**config.mk**
```make
export PLATFORM = sky130hd
export DESIGN_NAME = qam_frame_scheduler
export DESIGN_NICKNAME = d
export VERILOG_FILES = /design/src/rtl/qam_frame_scheduler.sv
export SDC_FILE = /design/constraint.sdc
export NUM_CORES = 1
export LEC_CHECK = 0
export CORE_AREA = 5 5 80 82
export CTS_CLUSTER_SIZE = 16
export DETAILED_ROUTE_END_ITERATION = 10
export DIE_AREA = 0 0 85 87
export GPL_ROUTABILITY_DRIVEN = 1
export GPL_TIMING_DRIVEN = 0
export PLACE_DENSITY = 0.54
export REMOVE_ABC_BUFFERS = 1
export SLEW_MARGIN = 20
export SYNTH_ARGS = -nofsm -noshare
export SYNTH_HDL_FRONTEND = slang
export SYNTH_SLANG_ARGS = --single-unit
```
**constraint.sdc**
```tcl
create_clock -name data_clk -period 4.2 [get_ports data_clk]
set_input_delay 0.42 -clock data_clk [delete_from_list [all_inputs] [get_ports data_clk]]
set_output_delay 0.42 -clock data_clk [all_outputs]
set_load 0.01 [all_outputs]
```
**src/rtl/qam_frame_scheduler.sv**
```systemverilog
// Frame sequencer for the 64-QAM symbol mapper: pilots then data symbols, an idle
// guard gap between frames, FIFO/underrun stalls and a per-symbol timeout.
module qam_frame_scheduler #(
   parameter int unsigned SYMS_PER_FRAME = 64,
   parameter int unsigned PILOT_SYMS     = 2,
   parameter int unsigned GAP_CYCLES     = 12,
   parameter int unsigned TIMEOUT_CYCLES = 16
) (
   input  logic       data_clk,
   input  logic       rst,
   input  logic       start,
   input  logic       cont,
   input  logic       stop,
   input  logic       src_valid,
   input  logic       i_q_data_fifo_full,
   input  logic       new_symbol,
   output logic       enable_fsm,
   output logic       bit_req,
   output logic       pilot_sel,
   output logic       frame_active,
   output logic       frame_done,
   output logic [7:0] sym_index,
   output logic       timeout_err
);

   localparam int unsigned TMO_W = (TIMEOUT_CYCLES < 2) ? 1 : $clog2(TIMEOUT_CYCLES);

   localparam logic [7:0]       LAST_SYM  = 8'(SYMS_PER_FRAME - 1);
   localparam logic [7:0]       GAP_LAST  = 8'(GAP_CYCLES - 1);
   localparam logic [TMO_W-1:0] TMO_LAST  = TMO_W'(TIMEOUT_CYCLES - 1);
   localparam logic [8:0]       PILOT_LIM = 9'(PILOT_SYMS);

   typedef enum logic [1:0] {
      S_IDLE,
      S_ISSUE,
      S_WAIT,
      S_GAP
   } state_e;

   state_e           state_q, state_d;
   logic [7:0]       sym_q, sym_d;
   logic [TMO_W-1:0] tmo_cnt_q, tmo_cnt_d;
   logic [7:0]       gap_cnt_q, gap_cnt_d;
   logic             stop_q, stop_d;
   logic             tmo_err_q, tmo_err_d;
   logic             enable_q, enable_d;
   logic             bit_req_q, bit_req_d;
   logic             pilot_q, pilot_d;
   logic             active_q, active_d;
   logic             done_q, done_d;

   logic is_pilot;
   logic can_issue;
   logic sym_last;
   logic tmo_hit;
   logic gap_last;
   logic stop_seen;

   assign is_pilot  = ({1'b0, sym_q} < PILOT_LIM);
   assign can_issue = !i_q_data_fifo_full && (is_pilot || src_valid);
   assign sym_last  = (sym_q == LAST_SYM);
   assign tmo_hit   = (tmo_cnt_q == TMO_LAST);
   assign gap_last  = (gap_cnt_q == GAP_LAST);
   assign stop_seen = stop_q || stop;

   always_ff @(posedge data_clk) begin
      if (rst) begin
         state_q   <= S_IDLE;
         sym_q     <= '0;
         tmo_cnt_q <= '0;
         gap_cnt_q <= '0;
         stop_q    <= 1'b0;
         tmo_err_q <= 1'b0;
         enable_q  <= 1'b0;
         bit_req_q <= 1'b0;
         pilot_q   <= 1'b0;
         active_q  <= 1'b0;
         done_q    <= 1'b0;
      end else begin
         state_q   <= state_d;
         sym_q     <= sym_d;
         tmo_cnt_q <= tmo_cnt_d;
         gap_cnt_q <= gap_cnt_d;
         stop_q    <= stop_d;
         tmo_err_q <= tmo_err_d;
         enable_q  <= enable_d;
         bit_req_q <= bit_req_d;
         pilot_q   <= pilot_d;
         active_q  <= active_d;
         done_q    <= done_d;
      end
   end

   always_comb begin
      state_d   = state_q;
      sym_d     = sym_q;
      tmo_cnt_d = tmo_cnt_q;
      gap_cnt_d = gap_cnt_q;
      stop_d    = stop_q;
      tmo_err_d = tmo_err_q;
      case (state_q)
         S_IDLE: begin
            if (start) begin
               state_d   = S_ISSUE;
               sym_d     = '0;
               tmo_err_d = 1'b0;
            end
         end
         S_ISSUE: begin
            if (can_issue) begin
               state_d   = S_WAIT;
               tmo_cnt_d = '0;
            end
         end
         S_WAIT: begin
            if (new_symbol) begin
               if (sym_last) begin
                  state_d   = S_GAP;
                  gap_cnt_d = '0;
               end else begin
                  state_d = S_ISSUE;
                  sym_d   = sym_q + 8'd1;
               end
            end else if (tmo_hit) begin
               state_d   = S_IDLE;
               tmo_err_d = 1'b1;
            end else begin
               tmo_cnt_d = tmo_cnt_q + TMO_W'(1);
            end
         end
         S_GAP: begin
            if (gap_last) begin
               if (cont && !stop_seen) begin
                  state_d = S_ISSUE;
                  sym_d   = '0;
               end else begin
                  state_d = S_IDLE;
               end
            end else begin
               gap_cnt_d = gap_cnt_q + 8'd1;
            end
         end
         default: state_d = S_IDLE;
      endcase
      // stop only matters inside a frame; it is dropped whenever we head back to IDLE
      if ((state_q != S_IDLE) && stop) begin
         stop_d = 1'b1;
      end
      if (state_d == S_IDLE) begin
         stop_d = 1'b0;
      end
   end

   // Outputs are registered, so they are decoded from the state being entered.
   always_comb begin
      enable_d  = (state_q == S_ISSUE) && can_issue;
      bit_req_d = (state_d == S_WAIT);
      pilot_d   = ((state_d == S_ISSUE) || (state_d == S_WAIT)) &&
                  ({1'b0, sym_d} < PILOT_LIM);
      active_d  = (state_d != S_IDLE);
      done_d    = (state_q == S_WAIT) && new_symbol && sym_last;
   end

   assign enable_fsm   = enable_q;
   assign bit_req      = bit_req_q;
   assign pilot_sel    = pilot_q;
   assign frame_active = active_q;
   assign frame_done   = done_q;
   assign sym_index    = sym_q;
   assign timeout_err  = tmo_err_q;

endmodule
```
# == Word level (Yosys, flattened, before mapping) ==
# Index checks and enable logic that the tools add are counted.
# word_totals
ff_bits,29
input_bits,8
output_inout_bits,14
# classes
n_lt_le_gt_ge,2
mux,26
reduce_logical,23
add_sub_neg,3
n_eq_ne,16
# op_table
cell,n
two-way mux 8 bit,8
one-hot mux 8 bit (3 select lines),1
adder 8 x 1 -> 8 bit (second input constant),2
< comparator 8 x 2 -> 1 bit (second input constant),2
inequality test 2 bit (second input constant),8
one-hot mux 8 bit (2 select lines),1
two-way mux 2 bit,6
two-way mux 4 bit,3
AND reduction 4 bit,3
nonzero test 2 bit,5
== test 8 x 4 -> 1 bit (second input constant),1
== test 8 x 6 -> 1 bit (second input constant),1
one-hot mux 2 bit (4 select lines),1
one-hot mux 4 bit (2 select lines),1
logical AND 1 bit,7
== test 2 bit (second input constant),3
adder 4 x 1 -> 4 bit (second input constant),1
== test 2 x 1 -> 1 bit (second input constant),2
== test 4 bit (second input constant),1
logical NOT 2 bit,2
two-way mux 1 bit,4
logical OR 1 bit,3
logical NOT 1 bit,2
one-hot mux 1 bit (2 select lines),1
OR reduction 2 bit,1

# == Depth between registers and ports, before layout ==
# depth
depth_word,9
mapped_depth,11
ltp_nobuf,11

# == Worst setup path after synthesis ==
# No wires, ideal clock.
# synth_timing
path_type,flip-flop to flip-flop
start,register sym_q[4] (netlist: sym_index[4])
end,register pilot_q (netlist: pilot_sel)
t_arrival_ns,2.484
stages_incl_launch_ff,12
synth_period_minus_slack_ns,2.572
n_path_buf,1
setup_time_ns,0.088
path_slack_ns,1.628
path_cell_list,dfxtp_1 clkbuf_1 nor2_1 a31o_2 a311o_1 nand2_1 inv_1 ha_1 inv_1 a211o_1 a2111o_1 nor4_2
# synth_via
elab_chain_cells,8
# synth_lines
element,line_no,source
start: declaration,41,"logic [7:0] sym_q, sym_d;"
start signal: assignment,81,sym_q <= sym_d;
branches (longest 7 deep; another with adder 8 x 1 -> 8 bit),--,
logical AND 1 bit *,158,pilot_d = ((state_d == S_ISSUE) || (state_d == S_WAIT)) &&
end signal: assignment,88,pilot_q <= pilot_d;
end: declaration,48,"logic pilot_q, pilot_d;"
# Every way passes the cells marked *.
# A chain may end at the register's enable or synchronous reset.

# == Final worst setup path ==
# layout_timing
start,register state_q[1]
end,register pilot_q (netlist: pilot_sel)
# layout_via
elab_chain_cells,6
# layout_lines
element,line_no,source
start: declaration,40,"state_e state_q, state_d;"
start signal: assignment,80,state_q <= state_d;
branches (longest 5 deep; another with < comparator 8 x 2 -> 1 bit),--,
logical AND 1 bit *,158,
# Marked as above.

==> metrics.json <==
{
  "synth": {
    "post_synth_num_cell_types": 48,
    "synth-async-reset-ratio_pct": 0,
    "syn_area_per_cell_um2": 8.43,
    "synth_area_um2": 1630,
    "synth_enable_flop_cells": 0,
    "synth.ff_latch_count": 29,
    "dominantRegCellSynth": "sky130_fd_sc_hd__dfxtp_1",
    "ys.warnings.count": 0,
    "netlist_instances": 193,
    "synth-seq-area-share_pct": 35.7
  },
  "sta": {
    "grt_setup_unrepaired": "no",
    "timing_worst_slew_pin_value_ns": 0.854,
    "timing.setup.tns_ns": 0,
    "final.period_utilization_pct": 73.6,
    "drv_slew": 0,
    "period_minus_slack_ns": 3.09,
    "timing.final.hold_violations": 0,
    "clock.fmax_mhz": 323,
    "worst_clock_skew_ns": 0.00351,
    "timing.slew.headroom_pct": 42.9,
    "setup_viol": 0
  },
  "floorplanning": {
    "coreArea_um2": 5680,
    "initial_utilization_pct": 28.7,
    "boundaryPins": 22,
    "design.die.area_um2": 7400,
    "placement_rows": 28,
    "overall_die_width_um": 85,
    "die_y_um": 87
  },
  "clock_tree": {
    "sinks_on_the_clock_net": 29,
    "clockBufferDepth": 2,
    "tritoncts": "built",
    "cts-buffers-inserted": 5,
    "cts.htree.levels": 2,
    "cts_hold_buf": 0,
    "cts_root_buffer": "sky130_fd_sc_hd__clkbuf_8",
    "cts_post_setup_buffers_inserted": 0,
    "cts-resized-gates": 0,
    "clkSlewWorstSetupHoldPaths_ns": 0.06,
    "clk_latency_ns": 0.28
  },
  "finish": {
    "syn2layout_area_growth_pct": 20.3,
    "drive_gt1_share_pct": 6.76,
    "final_cells": 282,
    "final_net_count": 220,
    "diodes": 0
  },
  "run": {
    "maxCapViolations": 0
  },
  "outcome": {
    "outcome": "finished, final reports clean"
  },
  "placed_design": {
    "port_buffers": 21,
    "place.detailed.instances": 275,
    "place.gp.congestion": 0.758,
    "place_hpwl_mm": 2.63
  },
  "global_route": {
    "grt_usage_pct": 11.1,
    "largest_net_degree_at_the_start_of_global_routing": 22,
    "global_route_wire_length_before_repair_mm": 6.64,
    "grt_pass1_vias": 1387,
    "antenna_found_initial": 0,
    "grt-ovfl-total": 0
  },
  "routing": {
    "detail_route.vias_per_cell": 5.21,
    "drc": 0,
    "drt_wl_total_mm": 3.85,
    "drt_first_iter_violations": 97,
    "routedWlPerCell_um": 13.6,
    "firstDrtPassIters": 4,
    "routed-via-count": 1468,
    "route.antenna.remaining_nets": 0
  },
  "critical_path": {
    "criticalPathCategory": "flop to flop",
    "worst_setup_path_start_kind": "flop",
    "critical_path_arrival_ns": 3.29,
    "cp_max_fo": 10,
    "worstPathRequired_ns": 4.39,
    "crit_path_end_kind": "flop"
  },
  "power_and_ir_drop": {
    "power.density_nw_per_um2": 306,
    "total_leakage_power_nw": 0.701,
    "ir_worst_vdd_v": 0.0000982
  },
  "hold_path": {
    "worstHoldPathType": "flop to flop"
  }
}
[state kept, by name, summed over array words and instances, names as in the netlist]
| register | cells |
|---|---|
| gap_cnt_q | 8 |
| sym_index | 8 |
| tmo_cnt_q | 4 |
| state_q | 2 |
| bit_req | 1 |
| enable_fsm | 1 |
| frame_active | 1 |
| frame_done | 1 |
| pilot_sel | 1 |
| stop_q | 1 |
| timeout_err | 1 |
[worst max-delay path: stages, from the launching register on]
cell and delay (ns):
sky130_fd_sc_hd__dfxtp_1 0.52, sky130_fd_sc_hd__nor2b_1 0.62, sky130_fd_sc_hd__and4_1 0.53, sky130_fd_sc_hd__nor3_1 0.15, sky130_fd_sc_hd__ha_1 0.32, sky130_fd_sc_hd__inv_1 0.04, sky130_fd_sc_hd__a211o_1 0.22, sky130_fd_sc_hd__a2111o_1 0.37
sky130_fd_sc_hd__nor4_2 0.25
[per-stage QoR]
stage / hold slack (ns) / power (W) / setup WS, ns / utilization (%) / instance area, um2
floorplan: 0.438 / 0.000340 / 1.69 / - / 1570
global placement: 0.448 / 0.000373 / 1.05 / 33.0 / 1870
detailed placement: 0.458 / 0.000372 / 1.12 / 33.0 / 1870
CTS: 0.472 / 0.000606 / 1.15 / 34.5 / 1960
global route: 0.491 / 0.000629 / 0.906 / 34.5 / 1960
finish: 0.469 / 0.000599 / 1.11 / 34.5 / 1960
[layout by cell type, fill, tap and decap left out, drive strengths merged, types with 4 or more instances in the layout]
| cell type | synthesis | final |
|---|---|---|
| dfxtp | 29 | 29 |
| o211ai | 4 | 4 |
| nand3 | 7 | 7 |
| clkdlybuf4s50 | 0 | 21 |
| inv | 7 | 7 |
| a31oi | 5 | 5 |
| ha | 5 | 5 |
| o21ai | 5 | 5 |
| clkbuf | 8 | 7 |
| o2111ai | 4 | 4 |
| nand2 | 10 | 10 |
| nor3 | 7 | 7 |
| xor2 | 6 | 6 |
| and3 | 5 | 5 |
| a21oi | 15 | 15 |
| nor2 | 17 | 17 |
| nor2b | 5 | 5 |
[synthesized netlist by cell type, drive strengths merged, types with 4 or more instances]
master    n  area [um2]
nor2b     5        31.3
ha        5        62.6
o21ai     5        25.0
nand2    10        37.5
nor3      7        35.0
o2111ai   4        35.0
clkbuf    8        30.0
and3      5        31.3
inv       7        26.3
buf       6        30.0
dfxtp    29         581
a21oi    15        75.1
o211ai    4        30.0
nand3     7        35.0
nor2     17        63.8
xor2      6        52.6
a31oi     5        31.3
[routing by layer]
layer / vias to the layer above / share of wire (%) / global-route usage (%)
met1: 657 / 49 / 15.5
met2: 66 / 42 / 16.3
met3: 8 / 7.5 / 2.08
met5: - / 0 / 0
met4: 0 / 2.3 / 5.61
li1: 737 / - / -
[final timing paths]
path,startpoint,end,slack [ns],depth (start not counted)
setup / recovery,state_q[1],pilot_sel,1.11,8
hold / removal,stop_q,stop_q,0.47,1
setup reg to reg,state_q[1],pilot_sel,1.11,8
hold reg to reg,stop_q,stop_q,0.47,1
[cell families (layout without fill, tap and decap cells)]
logic type | count (synthesis) | count (layout) | synth area share, %
compound gates | 54 | 54 | 23.1
xor+xnor | 8 | 8 | 4.30
fa+ha+maj | 5 | 5 | 3.84
buf+inv | 21 | 35 | 5.30
flops | 29 | 29 | 35.7
mux | 2 | 2 | 1.23
simple gates | 74 | 74 | 26.6
[power by group]
group	internal [W]	switching, W	total, W
sequential	0.000283	0.00000927	0.000292
clock	0.000130	0.000103	0.000233
combinational	0.0000343	0.0000394	0.0000737
[cell type report]
class | instances | area [um2]
well taps | 75 | 93.8
inverters | 7 | 26.3
clock buffers | 7 | 86.3
multi-input cells | 143 | 961
fillers | 614 | 3720
flip-flops and latches | 29 | 581
repair buffers | 21 | 210
Note: power is estimated with default switching activity, not from simulation.
